[config.mk]
export PLATFORM = sky130hd
export DESIGN_NAME = sm_run_ctrl
export DESIGN_NICKNAME = d
export VERILOG_FILES = /design/src/rtl/sm_run_ctrl_pkg.sv /design/src/rtl/sm_run_ctrl_bp.sv /design/src/rtl/sm_run_ctrl.sv
export SDC_FILE = /design/constraint.sdc
export NUM_CORES = 1
export LEC_CHECK = 0
export BUFFER_PORTS_ARGS = -buffer_cell sky130_fd_sc_hd__clkbuf_2
export CAP_MARGIN = 25
export CORE_ASPECT_RATIO = 0.6
export CORE_MARGIN = 2
export CORE_UTILIZATION = 53
export DETAILED_ROUTE_END_ITERATION = 8
export PLACE_DENSITY = 0.86
export SYNTH_ARGS = -nofsm -noshare
export SYNTH_HDL_FRONTEND = slang
export SYNTH_SLANG_ARGS = --single-unit
[constraint.sdc]
create_clock -name clk -period 3.5 [get_ports clk]
set_clock_uncertainty 0.05 [all_clocks]
set_input_delay 0.35 -clock clk [delete_from_list [all_inputs] [get_ports clk]]
set_output_delay 0.35 -clock clk [all_outputs]
set_load 0.03 [all_outputs]
[src/rtl/sm_run_ctrl_pkg.sv]
// Shared opcodes, stop causes and FSM state encoding for the schoolMIPS run controller.
package sm_run_ctrl_pkg;

    localparam logic [1:0] RC_OP_HALT  = 2'd0;
    localparam logic [1:0] RC_OP_STEP  = 2'd1;
    localparam logic [1:0] RC_OP_RUN_N = 2'd2;
    localparam logic [1:0] RC_OP_RUN   = 2'd3;

    localparam logic [1:0] RC_CAUSE_RESET = 2'd0;
    localparam logic [1:0] RC_CAUSE_HOST  = 2'd1;
    localparam logic [1:0] RC_CAUSE_COUNT = 2'd2;
    localparam logic [1:0] RC_CAUSE_BP    = 2'd3;

    typedef enum logic [1:0] {
        StHalted = 2'd0,
        StRunN   = 2'd1,
        StRun    = 2'd2,
        StHostRd = 2'd3
    } rc_state_e;

    function automatic logic is_run_state(input rc_state_e s);
        return (s == StRunN) || (s == StRun);
    endfunction

endpackage

[src/rtl/sm_run_ctrl_bp.sv]
// PC breakpoint comparator with a one-instruction skip so a run can resume from the
// breakpoint address.
module sm_run_ctrl_bp (
    input  logic        clk,
    input  logic        rst,
    input  logic        bp_en,
    input  logic [31:0] bp_addr,
    input  logic [31:0] pc,
    input  logic        set_skip,
    input  logic        clr_skip,
    output logic        bp_hit
);

    logic skip_q;

    always_ff @(posedge clk) begin
        if (rst) begin
            skip_q <= 1'b0;
        end else if (set_skip) begin
            skip_q <= 1'b1;
        end else if (clr_skip) begin
            skip_q <= 1'b0;
        end
    end

    assign bp_hit = bp_en && (pc == bp_addr) && !skip_q;

endmodule

[src/rtl/sm_run_ctrl.sv]
// Run/step/breakpoint controller driving sm_top clock enable and debug register port.
// Breakpoint support is built only when SM_RUN_CTRL_BP_EN is defined.
module sm_run_ctrl
    import sm_run_ctrl_pkg::*;
#(
    parameter int unsigned CNT_W  = 16,
    parameter logic [4:0]  PC_SEL = 5'd0
) (
    input  logic             clk,
    input  logic             rst,
    input  logic             cmd_valid,
    output logic             cmd_ready,
    input  logic [1:0]       cmd_op,
    input  logic [CNT_W-1:0] cmd_arg,
    output logic             cmd_err,
    input  logic             bp_en,
    input  logic [31:0]      bp_addr,
    input  logic             host_req,
    input  logic [4:0]       host_addr,
    output logic             host_ack,
    output logic [31:0]      host_data,
    output logic [4:0]       reg_addr,
    input  logic [31:0]      reg_data,
    output logic             clk_en,
    output logic             halted,
    output logic [1:0]       stop_cause,
    output logic [31:0]      instr_cnt
);

    rc_state_e        state_q, state_d;
    logic [CNT_W-1:0] remaining_q, remaining_d;
    logic [1:0]       cause_q, cause_d;
    logic             halted_q;
    logic [31:0]      instr_cnt_q;
    logic             cmd_err_q, cmd_err_d;
    logic             host_ack_q, host_ack_d;
    logic [31:0]      host_data_q, host_data_d;
    logic [4:0]       host_addr_q, host_addr_d;
    logic             cmd_acc;
    logic             running;
    logic             launch;
    logic             bp_hit;

`ifdef SM_RUN_CTRL_BP_EN
    sm_run_ctrl_bp u_bp (
        .clk      (clk),
        .rst      (rst),
        .bp_en    (bp_en),
        .bp_addr  (bp_addr),
        .pc       (reg_data),
        .set_skip (launch),
        .clr_skip (clk_en),
        .bp_hit   (bp_hit)
    );
`else
    logic unused_bp;
    assign unused_bp = ^{bp_en, bp_addr, launch};
    assign bp_hit    = 1'b0;
`endif

    assign running   = is_run_state(state_q);
    assign cmd_ready = (state_q != StHostRd);
    assign cmd_acc   = cmd_valid && cmd_ready;
    assign clk_en    = running && !bp_hit;
    assign reg_addr  = (state_q == StHostRd) ? host_addr_q : PC_SEL;

    always_comb begin
        state_d     = state_q;
        remaining_d = remaining_q;
        cause_d     = cause_q;
        cmd_err_d   = 1'b0;
        host_ack_d  = 1'b0;
        host_data_d = host_data_q;
        host_addr_d = host_addr_q;
        launch      = 1'b0;

        unique case (state_q)
            StHalted: begin
                if (cmd_acc) begin
                    unique case (cmd_op)
                        RC_OP_STEP: begin
                            remaining_d = CNT_W'(1);
                            state_d     = StRunN;
                            launch      = 1'b1;
                        end
                        RC_OP_RUN_N: begin
                            if (cmd_arg == '0) begin
                                cause_d = RC_CAUSE_COUNT;
                            end else begin
                                remaining_d = cmd_arg;
                                state_d     = StRunN;
                                launch      = 1'b1;
                            end
                        end
                        RC_OP_RUN: begin
                            state_d = StRun;
                            launch  = 1'b1;
                        end
                        default: ;
                    endcase
                end else if (host_req) begin
                    host_addr_d = host_addr;
                    state_d     = StHostRd;
                end
            end
            StRunN, StRun: begin
                // Later assignments override earlier ones: bp > host halt > count done.
                if (state_q == StRunN && clk_en) begin
                    remaining_d = remaining_q - CNT_W'(1);
                    if (remaining_q == CNT_W'(1)) begin
                        state_d = StHalted;
                        cause_d = RC_CAUSE_COUNT;
                    end
                end
                if (cmd_acc) begin
                    if (cmd_op == RC_OP_HALT) begin
                        state_d = StHalted;
                        cause_d = RC_CAUSE_HOST;
                    end else begin
                        cmd_err_d = 1'b1;
                    end
                end
                if (bp_hit) begin
                    state_d = StHalted;
                    cause_d = RC_CAUSE_BP;
                end
            end
            StHostRd: begin
                host_data_d = reg_data;
                host_ack_d  = 1'b1;
                state_d     = StHalted;
            end
            default: state_d = StHalted;
        endcase
    end

    always_ff @(posedge clk) begin
        if (rst) begin
            state_q     <= StHalted;
            remaining_q <= '0;
            cause_q     <= RC_CAUSE_RESET;
            halted_q    <= 1'b1;
            instr_cnt_q <= '0;
            cmd_err_q   <= 1'b0;
            host_ack_q  <= 1'b0;
            host_data_q <= '0;
            host_addr_q <= '0;
        end else begin
            state_q     <= state_d;
            remaining_q <= remaining_d;
            cause_q     <= cause_d;
            halted_q    <= !is_run_state(state_d);
            cmd_err_q   <= cmd_err_d;
            host_ack_q  <= host_ack_d;
            host_data_q <= host_data_d;
            host_addr_q <= host_addr_d;
            if (clk_en) begin
                instr_cnt_q <= instr_cnt_q + 32'd1;
            end
        end
    end

    assign cmd_err    = cmd_err_q;
    assign host_ack   = host_ack_q;
    assign host_data  = host_data_q;
    assign halted     = halted_q;
    assign stop_cause = cause_q;
    assign instr_cnt  = instr_cnt_q;

endmodule

==> results by group <==
Status
  – Status: completed

Die
  – Initial Utilization: 54.9%
  – Die width: 121 um
  – Overall die area: 0.00896 mm2
  – Core Region: 0.00791 mm2
  – Die Y: ~74 um
  – Row count: 25
  – I/O pins: 168

Synth
  – Mean post-synth cell area: 8.50 um2
  – Mapped Cells: 511
  – Ys flop type: dfxtp_1
  – #FFs+latches synth: 92
  – Mapped Nets: 610
  – Area contributors post-synth: dfxtp_1, mux2i_1, nor2_1, nand2_1, o21ai_0
  – Largest area contributor in the netlist: dfxtp_1
  – Syn Std Cell Area: 0.00434 mm2
  – Distinct cells, synth: 61
  – Post-synthesis sequential area ratio: 42.4%
  – Yosys warns: 0
  – FFs w/ async S/R, synth: 0%
  – Post-synth EDFFs: 0
  – Post-synth top area share: 42.4%

Power
  – Power per cell area: about 760 mW/mm2
  – Switching share of power: 39.3%
  – Int Power: 2.49 mW
  – Clk pwr share: 25.2%
  – Max IR drop VDD: 381 uV
  – Flop pwr share: between 30% and 40%
  – Psw: 1.61 mW
  – Logic pwr share: 42.3%
  – Leak: between 2 and 2.5 nW

Global route
  – Largest net degree at the start of global routing: 75
  – GRT overflow: 0
  – Total GRT Usage: about a quarter
  – Initial antenna violation count: 0
  – First-pass GRT wire length: 18100 um
  – Vias in the first global route: ~3900

Critical path
  – Worst Reg-to-Reg Cells: 7
  – Worst-path maximum fanout: 30
  – Setup crit start kind: flip-flop
  – FF-to-FF setup slack: 0.66 ns
  – Crit path kind: flip-flop to flip-flop
  – Setup crit end kind: flip-flop
  – WP data required: 3.67 ns
  – Crit path arrival time: approximately 3.0 ns

Drt
  – DRC Markers: 0
  – Initial DRC count: 412
  – Drt via density: 5.74
  – Pre-antenna DRT Iters: 6
  – Routed len/inst: 15.4 um
  – Routed vias: 4254
  – Detailed Route WL: between 10000 and 15000 um
  – Antenna-violating nets left: 0

Placed design
  – Routability-driven placement congestion ratio: ~0.89
  – Post-DP HPWL: slightly above 8000 um
  – PortBufs: 134
  – Pre-CTS WS: 0.682 ns
  – Dpl cell area: 0.00506 mm2

Run
  – # Max-Cap Violations: 0

STA
  – Hold Fails Final Rpt: 0
  – Setup TNS Final: 0 ns
  – Worst setup margin: between 0.6 and 0.7 ns
  – Relative slew slack: about half
  – Slew Viols, Final: 0
  – Worst Max-Slew Pin Slew: 0.775 ns
  – Final setup vio count: 0
  – RSZ-0062 raised after global routing: false
  – Max Clock Freq: 352 MHz
  – Post-layout min period: 2.84 ns
  – Final cycle utilization of the critical path: 81.1%

Finish
  – Cell area after layout: approximately 0.0054 mm2
  – # diodes: 0
  – Most frequent cells in the layout: clkbuf_2, dfxtp_1, nor2_1
  – Layout cell share with drive strength beyond 1: 26.5%
  – Area growth syn-to-layout: 23.8%
  – # nets final: 728
  – Most common library cell in the layout ignoring fill and taps: clkbuf_2

Min path
  – Hold-critical path depth: 3
  – Hold WC Path Type: input port to flip-flop

CTS
  – Clock latency at the later pin of the worst-skew pair: 0.34 ns
  – Total CTS buffers: 9
  – Root Buffer: clkbuf_16
  – Total clock sinks: 92
  – TritonCTS clock tree: built
  – Clk buf depth: 2
  – Htree depth: 3
  – Cts hold-fix bufs: 0
  – Worst-path clk slew: 0.06 ns
  – Post-CTS sizing: 0
  – Post-CTS Setup Inserts: 0
critical path, stage by stage (launching register included):
cell and delay [ns]:
dfxtp_1 0.40, inv_1 0.10, ha_1 0.31, buf_4 0.32
nand2_1 0.13, or3_1 0.56, nor4_1 0.46, mux2_2 0.38
cell usage after synthesis, drive strengths merged (2+ instances only):
library cell and n:
xnor2 13, o21a 2, or3 12, and3 4, and4 4, ha 7
buf 3, mux2i 40, and2 8, o22ai 5, a211oi 2, nor3 19
o21ai 24, nand3 19, o211ai 2, o31a 4, xor2 10, nand4 9
nor3b 2, a221oi 3, mux2 2, dfxtp 92, nor2 82, nand2b 2
a21oi 20, nor4 11, a31oi 4, a31o 2, or4 4, or2 5
inv 15, clkbuf 28, nand2 32, nor2b 4
final timing paths:
check                                   start                           to
setup / recovery        state_q[1]$_SDFF_PP0_   instr_cnt[24]$_SDFFE_PP0N_
hold / removal                   host_addr[4]  host_addr_q[4]$_SDFFE_PP0P_
setup reg to reg        state_q[1]$_SDFF_PP0_   instr_cnt[24]$_SDFFE_PP0N_
hold reg to reg   remaining_q[6]$_SDFFE_PP0P_  remaining_q[6]$_SDFFE_PP0P_
sequential cells by signal, summed over array words and instances, names as in the netlist:
name and count:
host_data 32, instr_cnt 32, remaining_q 16, host_addr_q 5, state_q 2, stop_cause 2, cmd_err 1, halted 1
host_ack 1
cells by family (layout without fill, tap and decap cells):
family | count (synthesis) | after routing | share of synthesized area (%)
compound gates | 81 | 81 | 12.2
buf+inv | 46 | 168 | 4.09
fa+ha+maj | 7 | 7 | 2.02
mux | 42 | 42 | 9.73
flops | 92 | 92 | 42.4
xor+xnor | 23 | 23 | 4.64
simple gates | 220 | 220 | 25.0
layout make-up:
| type | count | area (um2) |
|---|---|---|
| timing repair buffer | 138 | 701 |
| clock inverter | 4 | 73.8 |
| clock buffer | 11 | 243 |
| fill | 621 | 2540 |
| tap | 108 | 135 |
| multi-input combinational | 373 | 2330 |
| inverter | 15 | 56.3 |
| sequential | 92 | 1840 |
per-stage QoR:
step                cells  util (%)  hold slack [ns]  power [mW]
finish                741      68.0            0.196        4.10
global route          741      68.0            0.199        4.32
CTS                   741      68.0            0.190        4.06
detailed placement    726      64.0            0.418        3.03
global placement      725      63.9            0.409        2.94
floorplan             511         -            0.398        2.64
power by group through the flow:
stage	combinational (mW)	sequential [mW]	clock, mW
floorplan	1.23	1.41	0
global placement	1.60	1.33	0
detailed placement	1.68	1.34	0
CTS	1.70	1.32	1.04
global route	1.88	1.35	1.09
finish	1.73	1.33	1.03
per-layer routing:
layer / vias up / wire length, um / GRT usage [%]
li1: 2036 / - / -
met1: 1975 / 4830 / 33.1
met2: 229 / 5190 / 39.3
met3: 14 / 1250 / 9.59
met4: 0 / 129 / 9.04
met5: - / 0 / 0
(Power assumes the default switching activity.)
